<file path="config.mk">
export PLATFORM = sky130hd
export DESIGN_NAME = pe_elastic_passthru
export DESIGN_NICKNAME = d
export VERILOG_FILES = /design/src/rtl/pe_elastic_pkg.sv /design/src/rtl/pe_chan_fifo.sv /design/src/rtl/pe_elastic_passthru.sv
export SDC_FILE = /design/constraint.sdc
export NUM_CORES = 2
export LEC_CHECK = 0
export ABC_AREA = 1
export CORE_AREA = 2 2 443 445
export CTS_BUF_LIST = sky130_fd_sc_hd__clkbuf_2 sky130_fd_sc_hd__clkbuf_4 sky130_fd_sc_hd__clkbuf_8
export CTS_CLUSTER_SIZE = 30
export DETAILED_ROUTE_END_ITERATION = 12
export DIE_AREA = 0 0 445 447
export GPL_TIMING_DRIVEN = 0
export SLEW_MARGIN = 15
export SYNTH_ARGS = -nofsm -noshare
export SYNTH_HDL_FRONTEND = slang
export SYNTH_SLANG_ARGS = --single-unit
</file>
<file path="constraint.sdc">
create_clock -name clk -period 33.5 [get_ports clk]
set_clock_uncertainty 0.05 [all_clocks]
set_input_delay 8.375 -clock clk [delete_from_list [all_inputs] [get_ports clk]]
set_output_delay 8.375 -clock clk [all_outputs]
set_load 0.01 [all_outputs]
</file>
<file path="src/rtl/pe_elastic_pkg.sv">
// Shared constants and helpers for the elastic PE tile pass-through.
package pe_elastic_pkg;

    localparam int unsigned CH_EAST  = 0;
    localparam int unsigned CH_WEST  = 1;
    localparam int unsigned CH_NORTH = 2;
    localparam int unsigned CH_SOUTH = 3;

    // Pointer width for a DEPTH-entry buffer; never narrower than one bit.
    function automatic int unsigned ptr_width(input int unsigned depth);
        return (depth > 1) ? $clog2(depth) : 1;
    endfunction

endpackage

</file>
<file path="src/rtl/pe_chan_fifo.sv">
// One channel of the tile pass-through: DEPTH-entry elastic buffer with
// valid/ready handshakes, global freeze, flush and a popped-flit counter.
module pe_chan_fifo
    import pe_elastic_pkg::*;
#(
    parameter int unsigned DATA_WIDTH = 130,
    parameter int unsigned DEPTH      = 2,
    parameter int unsigned CNT_WIDTH  = 16
) (
    input  logic                  clk,
    input  logic                  reset,
    input  logic                  ap_start,
    input  logic                  flush,
    input  logic [DATA_WIDTH-1:0] in_data,
    input  logic                  in_valid,
    output logic                  in_ready,
    output logic [DATA_WIDTH-1:0] out_data,
    output logic                  out_valid,
    input  logic                  out_ready,
    output logic                  empty,
    output logic [CNT_WIDTH-1:0]  flit_cnt
);

    localparam int unsigned PTR_W = ptr_width(DEPTH);
    localparam int unsigned OCC_W = PTR_W + 1;

    logic [DATA_WIDTH-1:0] mem [DEPTH];
    logic [PTR_W-1:0]      wr_ptr;
    logic [PTR_W-1:0]      rd_ptr;
    logic [OCC_W-1:0]      occ;
    logic                  full;
    logic                  push;
    logic                  pop;

    // Ready looks only at registered occupancy, never at out_ready.
    assign full      = (occ == OCC_W'(DEPTH));
    assign empty     = (occ == '0);
    assign in_ready  = ~reset & ap_start & ~full & ~flush;
    assign out_valid = ap_start & ~empty;
    assign push      = in_valid & in_ready;
    assign pop       = out_valid & out_ready & ~flush;
    assign out_data  = mem[rd_ptr];

    always_ff @(posedge clk or posedge reset) begin
        if (reset) begin
            wr_ptr <= '0;
            rd_ptr <= '0;
            occ    <= '0;
        end else if (flush) begin
            wr_ptr <= '0;
            rd_ptr <= '0;
            occ    <= '0;
        end else begin
            if (push) wr_ptr <= wr_ptr + PTR_W'(1);
            if (pop)  rd_ptr <= rd_ptr + PTR_W'(1);
            case ({push, pop})
                2'b10:   occ <= occ + OCC_W'(1);
                2'b01:   occ <= occ - OCC_W'(1);
                default: occ <= occ;
            endcase
        end
    end

    always_ff @(posedge clk or posedge reset) begin
        if (reset) begin
            for (int i = 0; i < DEPTH; i++) mem[i] <= '0;
        end else if (push) begin
            mem[wr_ptr] <= in_data;
        end
    end

    // Counter survives flush; only reset clears it.
    always_ff @(posedge clk or posedge reset) begin
        if (reset)    flit_cnt <= '0;
        else if (pop) flit_cnt <= flit_cnt + CNT_WIDTH'(1);
    end

endmodule

</file>
<file path="src/rtl/pe_elastic_passthru.sv">
// Parametrised pass-through across an empty PE tile: NUM_CH independent
// elastic channels plus an all-empty drain indication.
module pe_elastic_passthru
    import pe_elastic_pkg::*;
#(
    parameter int unsigned NUM_CH     = 4,
    parameter int unsigned DATA_WIDTH = 130,
    parameter int unsigned DEPTH      = 2,
    parameter int unsigned CNT_WIDTH  = 16
) (
    input  logic                         clk,
    input  logic                         reset,
    input  logic                         ap_start,
    input  logic                         flush,
    input  logic [NUM_CH*DATA_WIDTH-1:0] in_data,
    input  logic [NUM_CH-1:0]            in_valid,
    output logic [NUM_CH-1:0]            in_ready,
    output logic [NUM_CH*DATA_WIDTH-1:0] out_data,
    output logic [NUM_CH-1:0]            out_valid,
    input  logic [NUM_CH-1:0]            out_ready,
    output logic                         drained,
    output logic [NUM_CH*CNT_WIDTH-1:0]  flit_cnt
);

    logic [NUM_CH-1:0] empty;

    for (genvar c = 0; c < NUM_CH; c++) begin : g_chan
        pe_chan_fifo #(
            .DATA_WIDTH (DATA_WIDTH),
            .DEPTH      (DEPTH),
            .CNT_WIDTH  (CNT_WIDTH)
        ) u_chan (
            .clk       (clk),
            .reset     (reset),
            .ap_start  (ap_start),
            .flush     (flush),
            .in_data   (in_data[c*DATA_WIDTH +: DATA_WIDTH]),
            .in_valid  (in_valid[c]),
            .in_ready  (in_ready[c]),
            .out_data  (out_data[c*DATA_WIDTH +: DATA_WIDTH]),
            .out_valid (out_valid[c]),
            .out_ready (out_ready[c]),
            .empty     (empty[c]),
            .flit_cnt  (flit_cnt[c*CNT_WIDTH +: CNT_WIDTH])
        );
    end

    assign drained = &empty;

endmodule

</file>
==> results.md <==
* Fillcell total at ~20000
* Pins Over Slew Limit at 0
* Net switching power at approximately 1.9 mW
* Final Total Pwr at approximately 5.3 mW
* Max VDD drop at roughly 0.000042 V
* Critical Path Source Type: input pin
* Endpoint, Worst Hold: g_chan[1].u_chan.mem[142]
* Gpl congestion at 0.9835
* Met1 wire length at 84.20 mm
* Period utilisation layout at between 50% and 60%
* Die Span Y at 447 µm
* Critical path endpoint category: output port
* Final Hold Viols at 0
* Hold buffers post-CTS at 0
* Via count of the first global-routing pass at roughly 45000
* First-pass GRT wire length at 313.0 mm
* Setup CP Type: input pin to output port
* Combinational power share at 36.4%
* Total track usage at about 21%
* Yosys top cell by area: dfrtp_1
* Pleak at about 34 nW
* Gate count of the mapped netlist at about 6000
* Area occupied by multi-input gates at about 18000 µm²
* Drt wl/cell at approximately 22 µm
* Inst Count DP at 9793
* Sequential area share after synthesis at a little under three fifths
* GR Overflow Total at 0
* Via density at ~4.6
* Setup slack, reg-to-reg at 30.79 ns
* Site Rows at between 150 and 200
* Largest net degree at the start of global routing at 109
* RSZ-0062 raised after global routing: false
* Post-synth cell types at 34
* Hold path start: g_chan[1].u_chan.mem[142]
* Final setup viols at 0
* R2R depth at 9
* Final Cell Area at roughly 70000 µm²
* Clk root buf: clkbuf_8
* PwrDens at 75.75 nW/µm²
* Critical Path RT at between 20 and 30 ns
* ANT nets after route at 0
* Total CTS buffers at about 200
* Min-Delay Path Class: flop to flop
* Final wirelength at 220.5 mm
* Max_cap viols at 0
* Core area at 194200 µm²
* Synth top area cells: dfrtp_1 56%, nand2_1 21%, o21ai_1 5.1%
* Fin nets at 7987
* # IOs at ~1100
* Syn Area/Cell at a little over 8 µm²
* I/O Buffers at about 1100
* Sw Share at 35.78%
* Metal2 WL at ~100 mm
* Post-Syn Area at approximately 50000 µm²
* Max Buffers Root-to-Sink at 3
* DP Area at roughly 65000 µm²
* Worst path arrival time at 10.12 ns
* Die width at 445 µm
* Worst skew pair latency at ~0.95 ns
* Seq cells post-synth at 1120
* Clk pwr share at roughly a quarter
* Top FF cell, synth: dfrtp_1
* Dpl hpwl at between 150 and 200 mm
* Clock tree from TritonCTS: done
* Clock sinks at 1120
* Setup Fix Bufs, Post-CTS at 0
* Share of cells above drive strength 1 at roughly a tenth
* Syn_nets at 6654
* Resized Gates After CTS at 0
* Synthesis Warnings at 0
* Initial DRC count at 3899
* Minimum clock period at approximately 19 ns
* H-tree levels at 4
* Hold Path Depth at 2
* Most common cell in the netlist: nand2_1
* Routed wl met3 at between 15 and 20 mm
* Top Metal Used: met5
* FFs w/ async S/R, synth at 100.0%
* Post-Layout Cell Count at just over 10000
* Routed vias at about 47000
* DRC violations left at 0
* Seq pwr share at between 30% and 40%
* WHS at about 0.43 ns
* Max Fclk at about 54 MHz
* Initial antenna violation count at between 90 and 100
* FF-to-FF End: g_chan[0].u_chan.mem[97]
* CP Max Fanout at 4
* Slew Limit Headroom at between 20% and 30%
* Clock Pin Slew Worst Setup and Hold Paths at 0.05 ns
* Number of synthesized flops with an enable pin at 0
* Worst Max-Slew Pin Slew at about 1.1 ns
* Post-synth top area share at 55.70%
* Die footprint at about 200000 µm²
* Area grow syn2layout at 38.23%
* First-pass DRT Iterations at 6
* Run status: complete, no violations
* Top cells by instance count after synthesis: 2782 x nand2_1, 1120 x dfrtp_1, 577 x inv_1, 508 x o21ai_1, 304 x o21ai_0
* Starting Density at approximately a quarter
* Pint at 3.383 mW
* Sequential cell area at around 28000 µm²
* Reg2Reg Launch Point: g_chan[0].u_chan.occ[0]
==> layout by cell type, fill, tap and decap left out, drive strengths merged, types with 4 or more instances in the layout <==
cell type,synthesis,layout
nand2,2786,2786
clkdlybuf4s50,0,1122
dfrtp,1120,1120
o21ai,1055,1055
inv,580,586
clkbuf,163,492
buf,194,205
nor2,69,69
diode,0,60
nand3,49,49
xor2,25,25
nand4,24,24
xnor2,17,17
clkinv,4,17
nor3,11,11
a21oi,7,7
or2,4,4
ha,4,4
clkinvlp,0,4
==> cell type report <==
type	count	share of cell area (%)
multi-input cells	4057	25.82
flip-flops and latches	1120	40.30
diodes	60	0.2159
well taps	2542	4.573
clock buffers	329	5.818
inverters	584	3.163
plain buffers	357	3.078
repair buffers	1133	16.58
clock inverters	26	0.4534
==> logic make-up after synthesis <==
logic type,share of synthesized area (%)
AOI/OAI and AO/OA,12.38
DFF,55.70
buffers and inverters,8.609
and+or+nand+nor,22.48
xor gates and xnor gates,0.7311
adders and majority gates,0.09947
==> worst max-delay path by stage <==
stage          startpoint                            to  slack, ns  depth (start not counted)
6_report            reset                   in_ready[1]      14.96                          6
3_3_place_gp        reset     g_chan[0].u_chan.mem[196]      -0.28                          2
4_1_cts             reset                   in_ready[0]      14.95                          6
5_1_grt             reset                   in_ready[1]      14.90                          6
2_1_floorplan       reset  g_chan[0].u_chan.flit_cnt[0]       7.93                          1
3_5_place_dp        reset                   in_ready[0]      14.96                          6
==> flip-flops by register name, indices dropped and copies added, names as in the netlist <==
register                cells
g_chan.u_chan.occ           8
g_chan.u_chan.rd_ptr        4
g_chan.u_chan.flit_cnt     64
g_chan.u_chan.mem        1040
g_chan.u_chan.wr_ptr        4
==> power by group through the flow <==
stage	logic (mW)	registers, mW	clock network (mW)
floorplan	0.855	1.93	0
global placement	1.89	1.96	0
detailed placement	1.91	1.97	0
CTS	1.92	1.95	1.43
global route	2.06	2.00	1.49
finish	1.92	1.96	1.40
==> layer usage <==
layer | up-vias | global-route usage [%]
li1 | 21661 | -
met3 | 524 | 5.807
met4 | 42 | 14.98
met2 | 1890 | 33.89
met1 | 22805 | 25.37
met5 | - | 0
==> per-stage QoR <==
stage / setup TNS [ns] / setup slack, ns / util (%)
6_report: 0 / 14.96 / 35.82
5_1_grt: 0 / 14.90 / 35.81
4_1_cts: 0 / 14.95 / 35.74
3_5_place_dp: 0 / 14.96 / 33.49
3_3_place_gp: -94.25 / -0.2833 / 33.33
2_1_floorplan: 0 / 7.933 / -
==> critical path: stages <==
cell and delay (ns):
clkdlybuf4s50_1 0.59, nor2_4 0.24, nand3_1 0.15, inv_1 0.10, buf_4 0.12, clkdlybuf4s50_1 0.53
Note: power is estimated with default switching activity, not from simulation.
